$ cat src/rtl/riscv_ctrl_pkg.sv
// Shared types and encodings for the multicycle RV32I control unit.
// Also used by the single-cycle decoder for immediate selection.
package riscv_ctrl_pkg;

  typedef enum logic [3:0] {
    S_FETCH,
    S_DECODE,
    S_MEMADR,
    S_MEMREAD,
    S_MEMWB,
    S_MEMWRITE,
    S_EXECUTER,
    S_EXECUTEI,
    S_ALUWB,
    S_BEQ,
    S_JAL,
    S_TRAP
  } statetype_e;

  localparam logic [6:0] OP_R   = 7'd51;
  localparam logic [6:0] OP_I   = 7'd19;
  localparam logic [6:0] OP_LW  = 7'd3;
  localparam logic [6:0] OP_SW  = 7'd35;
  localparam logic [6:0] OP_BEQ = 7'd99;
  localparam logic [6:0] OP_JAL = 7'd111;

  localparam logic [1:0] SRCA_PC    = 2'b00;
  localparam logic [1:0] SRCA_OLDPC = 2'b01;
  localparam logic [1:0] SRCA_RS1   = 2'b10;

  localparam logic [1:0] SRCB_RS2  = 2'b00;
  localparam logic [1:0] SRCB_IMM  = 2'b01;
  localparam logic [1:0] SRCB_FOUR = 2'b10;

  localparam logic [1:0] RES_ALUOUT = 2'b00;
  localparam logic [1:0] RES_MEM    = 2'b01;
  localparam logic [1:0] RES_ALU    = 2'b10;

  localparam logic [1:0] ALU_ADD   = 2'b00;
  localparam logic [1:0] ALU_SUB   = 2'b01;
  localparam logic [1:0] ALU_FUNCT = 2'b10;

  localparam logic [1:0] IMM_I = 2'b00;
  localparam logic [1:0] IMM_S = 2'b01;
  localparam logic [1:0] IMM_B = 2'b10;
  localparam logic [1:0] IMM_J = 2'b11;

endpackage

$ cat src/rtl/multicycle_controller_imm.sv
// Opcode to immediate-format select; purely combinational.
// Unknown opcodes fall back to the I format.
module imm_src_dec
  import riscv_ctrl_pkg::*;
(
  input  logic [6:0] opcode,
  output logic [1:0] imm_src
);

  always_comb begin
    imm_src = IMM_I;
    case (opcode)
      OP_SW:   imm_src = IMM_S;
      OP_BEQ:  imm_src = IMM_B;
      OP_JAL:  imm_src = IMM_J;
      default: imm_src = IMM_I;
    endcase
  end

endmodule

$ cat src/rtl/multicycle_controller.sv
// Moore FSM sequencing the shared-ALU multicycle RV32I datapath,
// with optional memory wait states, illegal trap and instret.
module multicycle_controller
  import riscv_ctrl_pkg::*;
#(
  parameter bit MEM_HANDSHAKE = 1'b1,
  parameter bit ENABLE_JAL    = 1'b1,
  parameter int CNT_W         = 32
) (
  input  logic             clk,
  input  logic             reset,
  input  logic [6:0]       opcode,
  input  logic             zero,
  input  logic             mem_ready,
  output logic             mem_req,
  output logic             adr_src,
  output logic             ir_write,
  output logic             pc_write,
  output logic             mem_write,
  output logic             reg_write,
  output logic [1:0]       alu_src_a,
  output logic [1:0]       alu_src_b,
  output logic [1:0]       result_src,
  output logic [1:0]       alu_op,
  output logic [1:0]       imm_src,
  output logic             illegal,
  output logic             retire,
  output logic [CNT_W-1:0] instret
);

  statetype_e state, state_next;
  logic       rdy;
  logic       pc_update;
  logic       branch;
  logic       ill_q;

  assign rdy = MEM_HANDSHAKE ? mem_ready : 1'b1;

  imm_src_dec u_imm (
    .opcode  (opcode),
    .imm_src (imm_src)
  );

  always_ff @(posedge clk) begin
    if (reset) begin
      state   <= S_FETCH;
      ill_q   <= 1'b0;
      instret <= '0;
    end else begin
      state <= state_next;
      if (state_next == S_TRAP) ill_q <= 1'b1;
      if (retire) instret <= instret + 1'b1;
    end
  end

  always_comb begin
    state_next = state;
    mem_req    = 1'b0;
    adr_src    = 1'b0;
    ir_write   = 1'b0;
    pc_update  = 1'b0;
    branch     = 1'b0;
    mem_write  = 1'b0;
    reg_write  = 1'b0;
    retire     = 1'b0;
    alu_src_a  = SRCA_PC;
    alu_src_b  = SRCB_RS2;
    result_src = RES_ALUOUT;
    alu_op     = ALU_ADD;
    case (state)
      S_FETCH: begin
        mem_req    = 1'b1;
        ir_write   = rdy;
        pc_update  = rdy;
        alu_src_b  = SRCB_FOUR;
        result_src = RES_ALU;
        if (rdy) state_next = S_DECODE;
      end
      S_DECODE: begin
        alu_src_a = SRCA_OLDPC;
        alu_src_b = SRCB_IMM;
        case (opcode)
          OP_LW, OP_SW: state_next = S_MEMADR;
          OP_R:         state_next = S_EXECUTER;
          OP_I:         state_next = S_EXECUTEI;
          OP_BEQ:       state_next = S_BEQ;
          OP_JAL:       state_next = ENABLE_JAL ? S_JAL : S_TRAP;
          default:      state_next = S_TRAP;
        endcase
      end
      S_MEMADR: begin
        alu_src_a  = SRCA_RS1;
        alu_src_b  = SRCB_IMM;
        state_next = (opcode == OP_LW) ? S_MEMREAD : S_MEMWRITE;
      end
      S_MEMREAD: begin
        mem_req = 1'b1;
        adr_src = 1'b1;
        if (rdy) state_next = S_MEMWB;
      end
      S_MEMWB: begin
        result_src = RES_MEM;
        reg_write  = 1'b1;
        retire     = 1'b1;
        state_next = S_FETCH;
      end
      S_MEMWRITE: begin
        mem_req   = 1'b1;
        adr_src   = 1'b1;
        mem_write = 1'b1;
        retire    = rdy;
        if (rdy) state_next = S_FETCH;
      end
      S_EXECUTER: begin
        alu_src_a  = SRCA_RS1;
        alu_op     = ALU_FUNCT;
        state_next = S_ALUWB;
      end
      S_EXECUTEI: begin
        alu_src_a  = SRCA_RS1;
        alu_src_b  = SRCB_IMM;
        alu_op     = ALU_FUNCT;
        state_next = S_ALUWB;
      end
      S_ALUWB: begin
        reg_write  = 1'b1;
        retire     = 1'b1;
        state_next = S_FETCH;
      end
      S_BEQ: begin
        alu_src_a  = SRCA_RS1;
        alu_op     = ALU_SUB;
        branch     = 1'b1;
        retire     = 1'b1;
        state_next = S_FETCH;
      end
      S_JAL: begin
        alu_src_a  = SRCA_OLDPC;
        alu_src_b  = SRCB_FOUR;
        pc_update  = 1'b1;
        state_next = S_ALUWB;
      end
      S_TRAP:  state_next = S_TRAP;
      default: state_next = S_FETCH;
    endcase
    // Reset may land in any state; present a quiet FETCH cycle.
    if (reset) begin
      state_next = S_FETCH;
      mem_req    = 1'b0;
      adr_src    = 1'b0;
      ir_write   = 1'b0;
      pc_update  = 1'b0;
      branch     = 1'b0;
      mem_write  = 1'b0;
      reg_write  = 1'b0;
      retire     = 1'b0;
      alu_src_a  = SRCA_PC;
      alu_src_b  = SRCB_FOUR;
      result_src = RES_ALU;
      alu_op     = ALU_ADD;
    end
  end

  assign pc_write = pc_update | (branch & zero);
  assign illegal  = ill_q & ~reset;

endmodule

$ cat config.mk
export PLATFORM = sky130hd
export DESIGN_NAME = multicycle_controller
export DESIGN_NICKNAME = d
export VERILOG_FILES = /design/src/rtl/riscv_ctrl_pkg.sv /design/src/rtl/multicycle_controller_imm.sv /design/src/rtl/multicycle_controller.sv
export SDC_FILE = /design/constraint.sdc
export NUM_CORES = 1
export LEC_CHECK = 0
export ABC_AREA = 1
export CAP_MARGIN = 20
export CORE_MARGIN = 5
export CORE_UTILIZATION = 36
export DETAILED_ROUTE_END_ITERATION = 7
export GPL_TIMING_DRIVEN = 0
export SYNTH_ARGS = -nofsm -noshare
export SYNTH_HDL_FRONTEND = slang
export SYNTH_SLANG_ARGS = --single-unit
$ cat constraint.sdc
create_clock -name clk -period 4.35 [get_ports clk]
set_input_delay 0.6525 -clock clk [delete_from_list [all_inputs] [get_ports clk]]
set_output_delay 0.6525 -clock clk [all_outputs]
set_load 0.005 [all_outputs]
; Yosys cells after proc, flatten, opt, wreduce, memory -nomap -nowiden
; Cells that the tools add are included.
[totals]
register_bits = 37
inputBits = 11
output_inout_bits = 50
elab_cells = 70
[classes]
add_sub_neg = 1
eq_ne = 18
mux = 32
n_bitwise = 4
reduce_logical = 12
[op_table]
columns = operator, n
row1 = "32-bit by 1-bit adder with 32-bit output, second input constant", 1
row2 = 4-bit case mux with 7 select lines, 1
row3 = "4-bit == test, second input constant", 5
row4 = 4-bit case mux with 5 select lines, 1
row5 = "4-bit by 3-bit == test with 1-bit output, second input constant", 4
row6 = 4-bit 2-to-1 mux, 4
row7 = 2-bit case mux with 2 select lines, 4
row8 = "7-bit by 6-bit == test with 1-bit output, second input constant", 2
row9 = "7-bit == test, second input constant", 2
row10 = 1-bit 2-to-1 mux, 14
row11 = 2-bit OR reduction, 6
row12 = 3-bit OR reduction, 4
row13 = "4-bit by 2-bit == test with 1-bit output, second input constant", 2
row14 = 2-bit 2-to-1 mux, 4
row15 = "7-bit by 2-bit == test with 1-bit output, second input constant", 1
row16 = "7-bit by 5-bit == test with 1-bit output, second input constant", 1
row17 = 2-bit case mux with 3 select lines, 1
row18 = "4-bit by 1-bit == test with 1-bit output, second input constant", 1
row19 = 4-bit logical NOT, 1
row20 = 1-bit case mux with 2 select lines, 2
row21 = 4-bit OR reduction, 1
row22 = 3-bit 2-to-1 mux, 1
row23 = 1-bit AND, 2
row24 = 1-bit inverter, 1
row25 = 1-bit bitwise OR, 1

; Depth between registers and ports, before layout
[depth]
depth_word = 6
depth_mapped = 11
ltp_nobuf = 10

; Modules after synthesis
; A second synthesis with hierarchy kept.
[unflattened]
cells_unflattened = 459
area_unflattened_um2 = 2755.1
[modules_own_cells]
columns = module, n_inst, cells_each, area_each_um2, seq_area_each_um2
row1 = multicycle_controller, 1, 442, 2686.3, 740.7
row2 = imm_src_dec, 1, 17, 68.8, 0.0

; Worst setup path after synthesis
; No wires, ideal clock.
[synth_path]
path_kind = input -> output
start = input reset
end = output adr_src
arrival_ns = 1.285
t_required_ns = 3.697
slack_ns = 2.412
stages = 3
n_path_buf = 2
cell_sequence = clkbuf_1 > buf_1 > nor2_1
[synth_between]
elab_chain_len = 1
[synth_lines]
columns = element, line
row1 = "start, declared", multicycle_controller.sv:11  ; input logic reset,
row2 = 1-bit 2-to-1 mux, multicycle_controller.sv:147  ; if (reset) begin
row3 = "end, declared", multicycle_controller.sv:16  ; output logic adr_src,
; No other way between the ends.

; Final worst setup path
[layout_path]
start = input reset
end = output reg_write
[layout_between]
elab_chain_len = 1
[layout_lines]
columns = element, line
row1 = 1-bit 2-to-1 mux, multicycle_controller.sv:147
row2 = "end, declared", multicycle_controller.sv:20  ; output logic reg_write,
; No other way between the ends.

==> results.toml <==
[timing]
period_needed_ns = 3.26
finalHoldViolCount = 0
period_share_pct = 75.1
setup_tns_ns = 0
worstMarginPinSlew_ns = 0.572
finalClockSkew_ns = 0.0105
rsz0062_at_grt = "no"
relSlewSlack_pct = 61.9
finalSetupViolations = 0
maxClockFrequency_mhz = 306
drv_slew = 0

[yosys]
synthCells = 461
yosys-top-cells-area = "dfxtp_1 (29%), nand2_1 (27%), nor2_1 (11%)"
synthArstFlopShare_pct = 0
synthTopCellsByCount = "nand2_1 (185), nor2_1 (74), inv_1 (49)"
synth-edff-count = 0
yosys_warnings = 0
synth_top_area_share_pct = 28.6
synth_most_common_cell = "nand2_1"
ys_ff_latch = 37
synth.distinct_cells = 25
synth_top_area_cell = "dfxtp_1"
syn-num-nets = 473
avgSynthCellArea_um2 = 5.61
yosys_most_used_dff = "dfxtp_1"
synth-seq-area-share_pct = 28.6
netlist_area_um2 = 2590

[die]
io_pins = 61
die_w_um = 94.8
num_rows = 31
die_area_um2 = 8980
core_area_um2 = 7140
start_util_pct = 36.2
die_y_um = 94.8

[critical_path]
crit_path_end_kind = "output pin"
arrival_ns = 2.61
path_class = "input pin to output pin"
slowest_delay_ns = 0.51
worstPathCellList = "clkdlybuf4s50_1, clkbuf_1, buf_1, nor2_1, clkdlybuf4s50_1"
cp.required_ns = 3.70
path_max_fanout = 10
crit_slowest_cell = "clkdlybuf4s50_1"
cp-start-kind = "input pin"
cpMostUsedCell = "clkdlybuf4s50_1"

[route]
drt_pass1_iterations = 5
vias = 2935
drc = 0
met1_length_mm = 3.78
ant_nets = 0
wl_met3_um = 421
wl_met2_mm = 3.48
post_drt_wl_per_cell_um = 12.4
top_layer = "met4"
drt_wl_total_mm = 7.79
drt_iter0_markers = 125
vias_per_cell = 4.67

[global_route]
antenna_found_initial = 0
grt_pass1_vias = 2805
grt_max_degree = 12
gr-total-overflow = 0
grt_pass1_wl_mm = 13.1
grtUsageTotal_pct = 18.4

[layout]
nNetsFinal = 540
layout-drive-gt1-share_pct = 4.35
fin_util_pct = 47.5
fin_area_um2 = 3390
num_antenna_cells = 0
final_cells = 628
area_growth_pct = 31.2
n_fill_cell = 813

[pwr]
p_per_area_nw_per_um2 = 276
ir_drop_uv = 172
power_leakage_uw = 0.00131

[place]
placedCellCount = 620
routabilityCongestion = 0.902
io_buffer_count = 60
dpl.hpwl_mm = 6.24
dpl_cell_area_um2 = 3310

[clock_network]
cts_buffers = 5
cts-root-buf = "clkbuf_8"
path_clk_slew_ns = 0.07
cts_sinks = 37
clock_latency_ns = 0.29
tritoncts = "yes"
cts_buffer_depth = 2
htreeDepth = 2
cts-resized-gates = 0
post-cts-setup-buffers = 0
hold_buffers = 0

[hold_path]
holdCritPathClass = "flip-flop to flip-flop"

[flow_run]
cap_violations = 0

[outcome]
status = "finished, final reports clean"
[power by group]
part	internal (µW)	leakage (µW)	switching, µW	total (µW)
logic	134	0.000965	186	319
clock network	111	0.0000450	129	240
registers	354	0.000299	22.1	376
total	599	0.00131	337	935
[path summary, 6_finish.rpt]
check	startpoint	endpoint	slack, ns	cells after the start
worst max register to register	instret[0]$_SDFFE_PP0P_	instret[26]$_SDFFE_PP0P_	2.39	10
worst max-delay path	reset	reg_write	1.09	5
worst min-delay path	ill_q$_SDFFE_PP0N_	ill_q$_SDFFE_PP0N_	0.48	2
worst min register to register	ill_q$_SDFFE_PP0N_	ill_q$_SDFFE_PP0N_	0.48	2
[per-layer routing]
metal	track usage (%)	vias up
met1	23.8	1296
met4	5.29	0
met3	3.51	8
met2	31.0	72
met5	0	-
li1	-	1559
[state kept, by name, summed over array words and instances (netlist names)]
signal   count
ill_q        1
instret     32
state        4
[per-stage QoR]
stage	total power (µW)	hold WS, ns	setup WS, ns
2_1_floorplan	574	0.424	2.41
3_3_place_gp	703	0.441	1.08
3_5_place_dp	702	0.467	1.08
4_1_cts	946	0.487	1.06
5_1_grt	996	0.532	0.930
6_report	935	0.481	1.09
[worst max-delay path: cells and delay by family]
family	cells	cell delay (ns)
buffers and inverters	4	1.86
AND/OR/NAND/NOR	1	0.10
[final cells by class]
cell class,instances,area (µm²),area share (%)
inverters,53,199,5.86
repair buffers,60,601,17.7
flip-flops and latches,37,741,21.8
multi-input cells,361,1590,46.7
clock buffers,6,72.6,2.14
well taps,99,124,3.65
plain buffers,10,61.3,1.81
clock inverters,2,10.0,0.295
[cells in the final DEF (no fill, tap or decap), types with 3 or more instances in the layout]
cell	netlist	layout
nand2_1	185	185
xnor2_1	5	5
o21ai_0	8	8
nor2_1	74	74
nand3_1	26	26
xor2_1	6	6
clkbuf_8	0	5
clkdlybuf4s50_1	0	60
nor3_1	10	10
clkbuf_1	4	5
inv_2	3	3
dfxtp_1	37	37
nand2_4	4	4
inv_1	49	49
a21oi_1	33	33
[logic make-up (layout without fill, tap and decap cells)]
group           after synthesis  after routing  synth area share, %
xor+xnor                     11             11                 3.73
compound gates               42             42                 8.22
simple gates                307            307                 48.9
buf+inv                      63            131                 10.1
flops                        37             37                 28.6
fa+ha+maj                     1              1                0.484
No activity file was read; power rests on OpenSTA's default activity.
